<file path="config.mk">
export PLATFORM = sky130hd
export DESIGN_NAME = bp_lce_resp_arbiter
export DESIGN_NICKNAME = d
export VERILOG_FILES = /design/src/rtl/bp_lce_resp_arbiter.sv
export SDC_FILE = /design/constraint.sdc
export NUM_CORES = 1
export LEC_CHECK = 0
export ABC_AREA = 0
export BUFFER_PORTS_ARGS = -buffer_cell sky130_fd_sc_hd__buf_4
export CORE_MARGIN = 1
export CORE_UTILIZATION = 43
export DETAILED_ROUTE_END_ITERATION = 8
export GPL_TIMING_DRIVEN = 0
export HOLD_SLACK_MARGIN = 0.15
export MAX_ROUTING_LAYER = met4
export PLACE_DENSITY = 0.72
export SLEW_MARGIN = 15
export SYNTH_ARGS = -nofsm -noshare
export SYNTH_HDL_FRONTEND = slang
export SYNTH_SLANG_ARGS = --single-unit
</file>
<file path="constraint.sdc">
create_clock -name clk_i -period 2.6 [get_ports clk_i]
set_input_delay 0.13 -clock clk_i [delete_from_list [all_inputs] [get_ports clk_i]]
set_output_delay 0.13 -clock clk_i [all_outputs]
set_load 0.005 [all_outputs]
</file>
<file path="src/rtl/bp_lce_resp_arbiter.sv">
// N-source LCE response arbiter (fixed priority + starvation breaker, or round-robin) with packet locking and a registered output FIFO.
// Latency: granted beat reaches the FIFO head the next cycle; grants stall whenever the FIFO has no space for the beat.
module bp_fifo #(
  parameter int width_p = 8,
  parameter int els_p   = 2
) (
  input  logic               clk_i,
  input  logic               reset_n_i,
  input  logic [width_p-1:0] data_i,
  input  logic               v_i,
  output logic               ready_o,
  output logic [width_p-1:0] data_o,
  output logic               v_o,
  input  logic               yumi_i
);
  localparam int ptr_w_lp = $clog2(els_p);
  localparam int cnt_w_lp = $clog2(els_p + 1);

  logic [width_p-1:0]  mem_r [els_p];
  logic [ptr_w_lp-1:0] rd_ptr_r, wr_ptr_r;
  logic [cnt_w_lp-1:0] count_r;
  logic                enq, deq;

  assign v_o     = (count_r != '0);
  assign deq     = v_o & yumi_i;
  // A full FIFO still accepts a beat in a cycle where the head leaves
  assign ready_o = (count_r < cnt_w_lp'(els_p)) | deq;
  assign enq     = v_i & ready_o;
  assign data_o  = mem_r[rd_ptr_r];

  always_ff @(posedge clk_i or negedge reset_n_i) begin
    if (!reset_n_i) begin
      rd_ptr_r <= '0;
      wr_ptr_r <= '0;
      count_r  <= '0;
      for (int i = 0; i < els_p; i++) mem_r[i] <= '0;
    end else begin
      if (enq) begin
        mem_r[wr_ptr_r] <= data_i;
        wr_ptr_r <= (wr_ptr_r == ptr_w_lp'(els_p - 1)) ? '0 : wr_ptr_r + 1'b1;
      end
      if (deq) rd_ptr_r <= (rd_ptr_r == ptr_w_lp'(els_p - 1)) ? '0 : rd_ptr_r + 1'b1;
      case ({enq, deq})
        2'b10:   count_r <= count_r + 1'b1;
        2'b01:   count_r <= count_r - 1'b1;
        default: count_r <= count_r;
      endcase
    end
  end
endmodule

module bp_lce_resp_arbiter #(
  parameter int  num_src_p    = 2,
  parameter int  resp_width_p = 128,
  parameter int  els_p        = 2,
  parameter int  arb_mode_p   = 0,
  parameter int  max_wait_p   = 15,
  localparam int src_id_width_lp = (num_src_p > 1) ? $clog2(num_src_p) : 1
) (
  input  logic                              clk_i,
  input  logic                              reset_n_i,
  input  logic [num_src_p*resp_width_p-1:0] resp_i,
  input  logic [num_src_p-1:0]              resp_last_i,
  input  logic [num_src_p-1:0]              resp_v_i,
  output logic [num_src_p-1:0]              resp_yumi_o,
  output logic [resp_width_p-1:0]           resp_o,
  output logic                              resp_last_o,
  output logic [src_id_width_lp-1:0]        resp_src_o,
  output logic                              resp_v_o,
  input  logic                              resp_ready_i,
  output logic                              starve_o
);
  typedef logic [src_id_width_lp-1:0] src_id_t;
  localparam logic [3:0] max_wait_lp = 4'(max_wait_p);
  localparam int         entry_w_lp  = src_id_width_lp + 1 + resp_width_p;

  logic                    space;
  logic                    locked_r;
  src_id_t                 lock_src_r, rr_ptr_r;
  logic [3:0]              wait_cnt_r [num_src_p];
  logic [num_src_p-1:0]    eligible;
  logic                    normal_v, forced_v, rr_v, grant_v;
  src_id_t                 normal_id, forced_id, rr_id, grant_id;
  logic                    grant_last;
  logic [resp_width_p-1:0] grant_data;
  logic [entry_w_lp-1:0]   fifo_in, fifo_out;

  always_comb begin
    int idx;
    idx       = 0;
    eligible  = '0;
    normal_v  = 1'b0;
    normal_id = '0;
    forced_v  = 1'b0;
    forced_id = '0;
    rr_v      = 1'b0;
    rr_id     = '0;
    for (int i = 0; i < num_src_p; i++) begin
      eligible[i] = resp_v_i[i] & (~locked_r | (lock_src_r == src_id_t'(i)));
      if (eligible[i] && !normal_v) begin
        normal_v  = 1'b1;
        normal_id = src_id_t'(i);
      end
      if (eligible[i] && !forced_v && (max_wait_p != 0) && (wait_cnt_r[i] == max_wait_lp)) begin
        forced_v  = 1'b1;
        forced_id = src_id_t'(i);
      end
    end
    // Round-robin search begins one past the last packet's winner
    for (int k = 1; k <= num_src_p; k++) begin
      idx = (int'(rr_ptr_r) + k) % num_src_p;
      if (eligible[idx] && !rr_v) begin
        rr_v  = 1'b1;
        rr_id = src_id_t'(idx);
      end
    end
  end

  always_comb begin
    grant_v  = 1'b0;
    grant_id = '0;
    if (arb_mode_p == 1) begin
      grant_v  = rr_v;
      grant_id = rr_id;
    end else if (forced_v) begin
      grant_v  = 1'b1;
      grant_id = forced_id;
    end else begin
      grant_v  = normal_v;
      grant_id = normal_id;
    end
    grant_v = grant_v & space & reset_n_i;
    resp_yumi_o = '0;
    for (int i = 0; i < num_src_p; i++) resp_yumi_o[i] = grant_v & (grant_id == src_id_t'(i));
  end

  assign starve_o   = (arb_mode_p == 0) & grant_v & forced_v & (forced_id != normal_id);
  assign grant_last = resp_last_i[grant_id];
  assign grant_data = resp_i[int'(grant_id)*resp_width_p +: resp_width_p];
  assign fifo_in    = {grant_id, grant_last, grant_data};

  always_ff @(posedge clk_i or negedge reset_n_i) begin
    if (!reset_n_i) begin
      locked_r   <= 1'b0;
      lock_src_r <= '0;
      rr_ptr_r   <= src_id_t'(num_src_p - 1);
      for (int i = 0; i < num_src_p; i++) wait_cnt_r[i] <= '0;
    end else begin
      if (grant_v) begin
        locked_r   <= ~grant_last;
        lock_src_r <= grant_id;
        if ((arb_mode_p == 1) && grant_last) rr_ptr_r <= grant_id;
      end
      // Pass-over counting is suspended while a packet holds the arbiter
      for (int i = 0; i < num_src_p; i++) begin
        if (resp_yumi_o[i]) wait_cnt_r[i] <= '0;
        else if ((arb_mode_p == 0) && !locked_r && space && eligible[i] && (wait_cnt_r[i] != max_wait_lp))
          wait_cnt_r[i] <= wait_cnt_r[i] + 4'd1;
      end
    end
  end

  bp_fifo #(.width_p(entry_w_lp), .els_p(els_p)) out_fifo (
    .clk_i     (clk_i),
    .reset_n_i (reset_n_i),
    .data_i    (fifo_in),
    .v_i       (grant_v),
    .ready_o   (space),
    .data_o    (fifo_out),
    .v_o       (resp_v_o),
    .yumi_i    (resp_ready_i)
  );

  assign {resp_src_o, resp_last_o, resp_o} = fifo_out;
endmodule

</file>
After elaboration in Yosys (flattened, before gate mapping)
Index checks and enable logic that the tools add are counted.
W data, S select, Z words.
{"block": "totals", "romBits": 0, "latch_bits": 0, "input_bits": 263, "n_memories": 0, "reg_bits": 274, "out_inout_bits": 134, "ram_bits": 0, "wordCells": 87}
{"block": "classes", "n_mux": 23, "n_mul": 0, "n_div": 0, "n_eq_ne": 7, "n_addsub": 6, "bitwise_logic": 19, "n_reduce_logical": 17, "order_cmp": 5, "n_shift": 1}
{"cell": "$mux W130", "n": 4}
{"cell": "$bwmux W260", "n": 1}
{"cell": "$shiftx A256 B9 Y128", "n": 1}
{"cell": "$demux W130 S1", "n": 1}
{"cell": "$mux W4", "n": 4}
{"cell": "$mux W1", "n": 12}
{"cell": "$and A1 B1 Y1", "n": 10}
{"cell": "$logic_and A1 B1 Y1", "n": 10}
{"cell": "$add A4 B1 Y4 const B", "n": 2}
{"cell": "$eq A4 B4 Y1 const B", "n": 2}
{"cell": "$ne A4 B4 Y1 const B", "n": 2}
{"cell": "$reduce_bool A2 Y1", "n": 4}
{"cell": "$ge A2 B2 Y1 const B", "n": 2}
{"cell": "$not A1 Y1", "n": 4}
{"cell": "$not A1 Y2", "n": 2}
{"cell": "$pmux W2 S2", "n": 1}
{"cell": "$logic_not A1 Y1", "n": 3}
{"cell": "$or A1 B1 Y1", "n": 3}
{"cell": "$add A1 B1 Y1 const B", "n": 2}
{"cell": "$add A2 B1 Y2 const B", "n": 1}
{"cell": "$eq A2 B1 Y1 const B", "n": 1}
{"cell": "$eq A2 B2 Y1 const B", "n": 1}
{"cell": "$lt A1 B2 Y1 const B", "n": 1}
{"cell": "$lt A2 B1 Y1 const B", "n": 1}
{"cell": "other kinds (3)", "n": 3}

Logic depth before layout (Yosys ltp)
Gate-level depths: netlist (run 1).
{"block": "depth", "ltp_word": 15, "depth_mapped": 11}

Cells and area by module
Synthesis (run 1) repeated with hierarchy kept, for this count alone.
{"block": "hier_totals", "hier_cells": 919, "area_unflattened_um2": 15067.0}
{"mod": "bp_fifo", "area_each_um2": 12321.8, "cells_each": 712, "instances": 1}
{"mod": "bp_lce_resp_arbiter", "area_each_um2": 2745.1, "cells_each": 207, "instances": 1}

Least setup slack after synthesis (run 1)
No wires, ideal clock.
{"block": "synth_path", "path_kind": "register -> register", "startpoint": "register lock_src_r", "endpoint": "register out_fifo.count_r[1]", "stages_incl_launch_ff": 11, "t_required_ns": 2.521, "arrival_time_ns": 1.824, "period_less_slack_ns": 1.904, "slack_ns": 0.696, "path_cell_list": "dfrtp_1 > nand2b_1 > buf_2 > a21o_1 > buf_2 > buf_2 > and2_1 > inv_1 > ha_1 > nor2_1 > xor2_1"}
{"block": "synth_via", "elab_chain_cells": 15, "elab_cells_between_ends": 23, "cone_classes": "2 x eq/ne; 6 x mux; 8 x bitwise; 7 x reduce/logical"}
{"item": "start, declared", "line": "79", "source": "src_id_t lock_src_r, rr_ptr_r;"}
{"item": "start signal, assigned", "line": "151", "source": "lock_src_r <= grant_id;"}
{"item": "$not A1 Y1", "line": "99", "source": "eligible[i] = resp_v_i[i] & (~locked_r | (lock_src_r == src_id_t'(i)));"}
{"item": "$or A1 B1 Y1", "line": "99"}
{"item": "$and A1 B1 Y1", "line": "99"}
{"item": "$logic_and A1 B1 Y1", "line": "104", "source": "if (eligible[i] && !forced_v && (max_wait_p != 0) && (wait_cnt_r[i] == max_wait_lp)) begin"}
{"item": "$mux W1", "line": "104"}
{"item": "$logic_not A1 Y1", "line": "104"}
{"item": "$logic_and A1 B1 Y1 (2 in a row)", "line": "104"}
{"item": "$mux W1", "line": "104"}
{"item": "$mux W1 (*)", "line": "125", "source": "end else if (forced_v) begin"}
{"item": "$and A1 B1 Y1 (*) (2 in a row)", "line": "132", "source": "grant_v = grant_v & space & reset_n_i;"}
{"item": "$and A1 B1 Y1 (*)", "line": "28", "source": "assign enq = v_i & ready_o;"}
{"item": "$eq A2 B1 Y1 or $eq A2 B2 Y1 (tied branches)", "line": "43", "source": "case ({enq, deq})"}
{"item": "$pmux W2 S2 or $reduce_bool A2 Y1 (tied branches)"}
{"item": "end signal, assigned", "line": "44", "source": "2'b10: count_r <= count_r + 1'b1;"}
{"item": "end signal, assigned", "line": "45", "source": "2'b01: count_r <= count_r - 1'b1;"}
{"item": "end signal, assigned", "line": "46", "source": "default: count_r <= count_r;"}
{"item": "end, declared", "line": "21", "source": "logic [cnt_w_lp-1:0] count_r;"}
Mark *: on every way between the ends. The rest lies on a longest branch, timed or not.
A chain may end at the register's enable or synchronous reset.

Worst setup path after layout (run 1)
{"block": "layout_path", "startpoint": "register wait_cnt_r[4] (netlist name)", "endpoint": "register out_fifo.mem_r[108] (netlist name)"}
{"block": "layout_via", "elab_chain_cells": 11, "elab_cells_between_ends": 15, "cone_classes": "1 x eq/ne; 1 x shift; 6 x mux; 3 x bitwise; 4 x reduce/logical"}
{"item": "start, declared", "line": "80", "source": "logic [3:0] wait_cnt_r [num_src_p];"}
{"item": "start signal, assigned by index", "line": "158", "source": "wait_cnt_r[i] <= wait_cnt_r[i] + 4'd1;"}
{"item": "$eq A4 B4 Y1 (*)", "line": "104"}
{"item": "$logic_and A1 B1 Y1 (*)", "line": "104"}
{"item": "$mux W1 (*)", "line": "104"}
{"item": "parallel branches: the longest is 8 deep, another holds $bwmux W260"}
{"item": "end signal, assigned by index", "line": "39", "source": "mem_r[wr_ptr_r] <= data_i;"}
{"item": "end, declared", "line": "19", "source": "logic [width_p-1:0] mem_r [els_p];"}
Mark *: on every way between the ends.

==> results of run 1 <==
cells in the final DEF (no fill, tap or decap), types with 3 or more instances in the layout:
master,count
diode_2,12
clkbuf_2,19
dlygate4sd3_1,263
o21ai_0,129
xnor2_1,4
clkbuf_8,8
dfrtp_1,274
mux2_2,131
buf_16,4
nand2_1,3
xor2_1,7
nor2_1,10
buf_6,15
and3_1,5
ha_1,3
clkinv_2,5
nand3_1,4
clkbuf_1,115
bufinv_16,4
a31oi_1,516
buf_1,19
inv_1,3
clkbuf_4,4
clkbuf_16,31
buf_2,22
buf_4,409
nand4_1,135
routing by layer:
layer / up-vias / part of all wire [%] / track usage (%)
met1: 8270 / 37 / 47.2
met3: 247 / 11 / 8.61
li1: 7233 / - / -
met4: 0 / 5.4 / 19.2
met2: 1374 / 46 / 58.2
met5: - / 0 / -
worst min path at each step:
| stage | startpoint | slack, ns | cells after the start | end |
|---|---|---|---|---|
| 5_1_grt | reset_n_i | 0.26 | 3 | out_fifo.mem_r[244] |
| 3_3_place_gp | resp_i[189] | 0.44 | 3 | out_fifo.mem_r[61] |
| 2_1_floorplan | reset_n_i | -0.17 | 0 | lock_src_r |
| 3_5_place_dp | reset_n_i | 0.17 | 1 | out_fifo.mem_r[112] |
| 4_1_cts | reset_n_i | 0.21 | 3 | out_fifo.mem_r[114] |
| 6_report | reset_n_i | 0.22 | 3 | out_fifo.mem_r[244] |
power by group through the flow:
stage	clock (mW)	combinational [mW]	sequential, mW
after global placement	0	12.4	7.40
after global routing	4.93	14.2	7.76
final	4.73	13.4	7.57
after CTS	4.73	13.0	7.47
after detailed placement	0	12.5	7.54
after floorplan	0	7.21	7.20
stage by stage:
stage	util [%]	hold slack, ns	power (mW)	instance area (sq um)
after floorplan	-	-0.166	14.4	14400
after global placement	54.7	0.442	19.8	17900
after detailed placement	54.9	0.169	20.0	18000
after CTS	66.5	0.215	25.2	21800
after global routing	66.7	0.258	26.9	21900
final	66.7	0.223	25.7	21900
registers in the layout, summed over array words and instances, names as in the netlist:
signal / flops
lock_src_r: 1
locked_r: 1
out_fifo.count_r: 2
out_fifo.mem_r: 260
out_fifo.rd_ptr_r: 1
out_fifo.wr_ptr_r: 1
wait_cnt_r: 8
what timing repair did:
item,in CTS,in global routing
gates resized for setup,14,38
endpoints found under the setup margin,99,199
pin swaps,0,1
hold buffers,266,0
setup buffers,0,1
hold endpoints to repair,404,0
area by class of cell:
| class | instances | area (sq um) | area share, % |
|---|---|---|---|
| Clock inverter | 14 | 189 | 0.864 |
| Tap cell | 442 | 553 | 2.53 |
| Inverter | 3 | 11.3 | 0.0515 |
| Antenna cell | 12 | 30.0 | 0.137 |
| Buffer | 203 | 993 | 4.54 |
| Clock buffer | 44 | 905 | 4.14 |
| Sequential cell | 274 | 6860 | 31.3 |
| Timing Repair Buffer | 664 | 5740 | 26.3 |
| Multi-Input combinational cell | 968 | 6590 | 30.1 |
kinds of logic (layout without fill, tap and decap cells):
logic type / count (synthesis) / count (layout) / share of synthesized area [%]
AO/OA/AOI/OAI: 653 / 653 / 27.3
flip-flops: 274 / 274 / 47.6
buffers and inverters: 207 / 928 / 6.66
AND/OR/NAND/NOR: 167 / 167 / 7.02
multiplexers: 134 / 134 / 10.5
XOR/XNOR: 11 / 11 / 0.669
adder cells (fa/ha/maj): 3 / 3 / 0.261
other: 0 / 12 / 0
worst reg2reg max path, stage by stage (launching register included):
cell	delay, ns
dfrtp_1	0.39
ha_1	0.21
and3_1	0.24
o21a_1	0.30
buf_4	0.37
buf_1	0.43
o21ai_0	0.23
a31oi_1	0.24
==> impl_metrics.yaml, run 1 <==
sta:
  fin_ws_ns: 0.0960
  finalSetupViolations: 0
  slew_viol_final: 0
  finalClockSkew_ns: 0.0370
  hold_viol: 0
  slew-limit-headroom_pct: 34.6
  period_minus_slack_ns: 2.50
  finalSetupTns_ns: 0
  timing.final.crit_share_pct: 96.3
  worst_slew_pin_slew_ns: 0.981
  max_freq_ghz: 0.399
cells_and_area:
  syn_to_final_growth_pct: 51.9
  drive_gt1_share_pct: 30.6
  final_nets: 2411
  final_cell_count_no_fill: 2624
  fill_cells: 2476
synth:
  synth_common_cells: "a31oi_1, dfrtp_1, clkbuf_1, nand4_1, mux2_2"
  synth.area.top_cells: "dfrtp_1, a31oi_1, mux2_2"
  synthesis.area_sq_um: 14400
  ys_seq_area_share_pct: 47.6
  yosys.area.top_type: "dfrtp_1"
  synthArstFlopShare_pct: 100
  synth_seq_cells: 274
  yosys_warnings: 0
  yosysTopAreaCellShare_pct: 47.6
  synth_most_common_cell: "a31oi_1"
  synth_top_flop_cell: "dfrtp_1"
  syn-num-nets: 1715
  synth_cells: 1449
  syn_area_per_cell_sq_um: 9.94
  synth_edf_count: 0
  yosysUniqueCellTypes: 34
drt:
  vias: 17124
  first_pass_iters: 6
  wl_microns: 64700
  antenna_left: 0
  wire_per_inst_microns: 24.7
  drtIter0Drc: 2139
  avgViaCountPerCell: 6.53
  drc_errors: 0
clock_network:
  cts_tree: "yes"
  numCtsBuffers: 31
  clk_pin_slew_ns: 0.07
  cts_root_buf: "clkbuf_16"
  cts.path.max_buffers: 3
  clock_latency_ns: 0.58
  cts-htree-levels: 1
  clkSinkCount: 274
status:
  status: "complete, no violations"
floorplan:
  boundaryPins: 397
  rows: 66
  start_util_pct: 43.9
  die_w_microns: 185
  die_h_microns: 185
  core_sq_um: 32800
  die_area_sq_um: 34200
global_routing:
  gr-usage-all-layers_pct: 38.0
  grt-ovfl-total: 0
  antenna_found_initial: 8
  grt_start_max_net_pins: 105
  grt_pass1_wl_microns: 97400
  first_global_vias: 17023
power:
  seqPwrFrac_pct: 29.5
  p_leak_nw: 8.87
  p_comb_share_pct: 52.1
  power.internal_mw: 15.3
  p_per_area_nw_per_um2: 1170
  power_switching_share_pct: 40.3
  peakVddDrop_mv: 0.540
  power_frac_clock_pct: 18.4
  p_sw_mw: 10.3
worst_setup_path:
  cp_num_cells: 7
  start_kind: "register"
  slowest_stage: "buf_1"
  cp_cell_sequence: "ha_1, and3_1, o21a_1, buf_4, buf_1, o21ai_0, a31oi_1"
  reg2reg_from: "wait_cnt_r[4]"
  cp_top_family: "buffers and inverters"
  worstPathArrival_ns: 3.00
  r2r-end: "out_fifo.mem_r[108]"
  critPathBufInv: 2
  reg2reg_slack_ns: 0.1
  worstPathRequired_ns: 3.10
  critical_path.startpoint: "wait_cnt_r[4]"
  endpoint: "out_fifo.mem_r[108]"
  crit_type: "reg -> reg"
  critPathMaxStageDelay_ns: 0.41
  reg2regPathDepth: 7
  crit_path_end_kind: "register"
  cp_max_fo: 10
place:
  hpwl_microns: 39300
  place_inst: 2288
  port_buffers: 395
  gp_congestion: 0.915
  pre_cts_slack_ns: -0.420
min_path:
  hold_path.class: "in -> async"
job:
  drv_cap: 0
Power figures use the tool's default switching activity.
==> inputs of run 2 (changes only) <==
--- a/config.mk
+++ b/config.mk
@@ -14,6 +14,7 @@
 export HOLD_SLACK_MARGIN = 0.15
 export MAX_ROUTING_LAYER = met4
 export PLACE_DENSITY = 0.72
+export SETUP_SLACK_MARGIN = 0.2
 export SLEW_MARGIN = 15
 export SYNTH_ARGS = -nofsm -noshare
 export SYNTH_HDL_FRONTEND = slang
==> run 2 against run 1 <==
  * The flow now finishes with violations (negative hold slack)
  * Die area unchanged
  * Worst hold slack got worse by 0.76 ns
  * Critical path depth decreased by 2
  * Sequential power about the same
  * Non-clock buffer count decreased by 4
  * Maximum frequency increased by 8.1%
  * Clock-buffer cell count unchanged
  * Critical path type is now reg -> out
==> impl_metrics.yaml, run 2 (same netlist as run 1, synthesis figures left out) <==
status:
  status: "finished, violations left"
  violations: "negative hold slack"
power:
  p_comb_share_pct: 52.1
  power.internal_mw: 15.4
  p_leak_nw: 8.95
  power_switching_share_pct: 40.1
  p_sw_mw: 10.3
  power_frac_clock_pct: 18.4
  p_per_area_nw_per_um2: 1170
  peakVddDrop_mv: 0.539
  seqPwrFrac_pct: 29.4
cells_and_area:
  drive_gt1_share_pct: 32.4
  top_register: "out_fifo.mem_r"
  fill_cells: 2472
  final_common_cell: "a31oi_1"
  final_cell_count_no_fill: 2617
  largestRegisters: "out_fifo.mem_r: 260 flops, wait_cnt_r: 8 flops, out_fifo.count_r: 2 flops"
  syn_to_final_growth_pct: 51.9
  largest_reg_flops: 260
  final_cell_mix: "a31oi_1, buf_4, dfrtp_1, dlygate4sd3_1, nand4_1"
  final_nets: 2407
clock_network:
  cts.path.max_buffers: 3
  cts_tree: "yes"
  cts_hold_buf: 260
  numCtsBuffers: 31
  clkSinkCount: 274
  clk_pin_slew_ns: 0.07
  clock_latency_ns: 0.59
  cts-htree-levels: 1
  cts_root_buf: "clkbuf_16"
sta:
  rsz0062_at_grt: "yes"
  period_minus_slack_ns: 2.32
  finalSetupViolations: 0
  hold_slack_ns: -0.537
  slew_viol_final: 0
  timing.final.crit_share_pct: 89.1
  slew-limit-headroom_pct: 41.0
  finalClockSkew_ns: 0.0369
  max_freq_ghz: 0.432
  hold_viol: 175
  worst_slew_pin_slew_ns: 0.884
  fin_ws_ns: 0.284
drt:
  wl_microns: 63400
  drc_errors: 0
  first_pass_iters: 8
  wire_per_inst_microns: 24.2
  avgViaCountPerCell: 6.56
  antenna_left: 0
  vias: 17168
  drtIter0Drc: 1902
worst_setup_path:
  reg2reg_from: "out_fifo.count_r[1]"
  critPathMaxStageDelay_ns: 0.42
  crit_type: "reg -> out"
  worstPathArrival_ns: 2.19
  reg2reg_slack_ns: 0.31
  slowest_stage: "mux2_2"
  r2r-end: "out_fifo.mem_r[172]"
  cp_max_fo: 10
  cpMostUsedCell: "clkbuf_2"
  reg2regPathDepth: 8
  worstPathRequired_ns: 2.47
  cp_cell_sequence: "clkbuf_2, clkbuf_8, clkbuf_2, mux2_2, buf_4"
  start_kind: "register"
  crit_path_end_kind: "output pin"
global_routing:
  grt_start_max_net_pins: 105
  grt-ovfl-total: 0
  first_global_vias: 16933
  gr-usage-all-layers_pct: 36.8
  antenna_found_initial: 5
  grt_pass1_wl_microns: 94800
floorplan:
  start_util_pct: 43.9
  rows: 66
  core_sq_um: 32800
  die_w_microns: 185
  die_area_sq_um: 34200
  boundaryPins: 397
  die_h_microns: 185
place:
  hpwl_microns: 39300
  place_inst: 2288
  gp_congestion: 0.915
  port_buffers: 395
  pre_cts_slack_ns: -0.420
job:
  drv_cap: 0
min_path:
  hold_path.class: "in -> async"
## run 2: changes by cell type in the layout (fill, tap and decap cells not counted), sizes merged
cell / before / now
buf: 471 / 462
clkbuf: 177 / 185
diode: 12 / 9
dlygate4sd3: 263 / 260
## run 2: repair_timing
item | 4_1_cts | 5_1_grt
setup endpoints to repair | 362 | 250
pin swaps | 1 | 0
setup buffers | 1 | 1
endpoints found under the hold margin | 540 | 274
resized for setup | 36 | 83
## run 2: worst max-delay path by stage
stage | startpoint | endpoint | slack [ns] | cells after the start
2_1_floorplan | lock_src_r | out_fifo.count_r[1] | 0.70 | 10
3_3_place_gp | reset_n_i | out_fifo.mem_r[258] | -2.17 | 7
3_5_place_dp | reset_n_i | out_fifo.mem_r[134] | -0.42 | 8
4_1_cts | locked_r | out_fifo.mem_r[134] | 0.20 | 8
5_1_grt | out_fifo.count_r[1] | out_fifo.mem_r[172] | 0.20 | 8
6_report | out_fifo.rd_ptr_r | resp_o[15] | 0.28 | 5
## run 2: metal layers
layer,part of all wire [%],track usage [%]
met1,38,46.0
met2,46,56.3
met3,11,7.45
met4,5.8,19.4
met5,0,-
## run 2: power by group through the flow
stage               clock (mW)  sequential [mW]  combinational (mW)
floorplan                    0             7.20                7.21
global placement             0             7.40                12.4
detailed placement           0             7.54                12.5
CTS                       4.73             7.47                13.0
global route              4.93             7.75                14.3
finish                    4.73             7.56                13.4
## run 2: per-stage QoR
stage / area [sq um] / total power [mW] / util (%) / setup TNS (ns)
after floorplan: 14400 / 14.4 / - / 0
after global placement: 17900 / 19.8 / 54.7 / -797.15
after detailed placement: 18000 / 20.0 / 54.9 / -74.81
after CTS: 21800 / 25.2 / 66.4 / 0
after global routing: 21900 / 26.9 / 66.7 / 0
final: 21900 / 25.7 / 66.7 / 0
## run 2: area by class of cell
class	instances	area, sq um	area share [%]
clock inverters	14	189	0.864
well taps	442	553	2.53
inverters	3	11.3	0.0515
plain buffers	204	1070	4.90
multi-input cells	968	6620	30.3
diodes	9	22.5	0.103
repair buffers	659	5650	25.8
clock buffers	44	905	4.13
flip-flops and latches	274	6860	31.3
## run 2: worst max-delay path: cells and delay by family (launching register included)
family,cells,cell delay (ns)
flops,1,0.32
mux,1,0.42
buf+inv,4,0.88
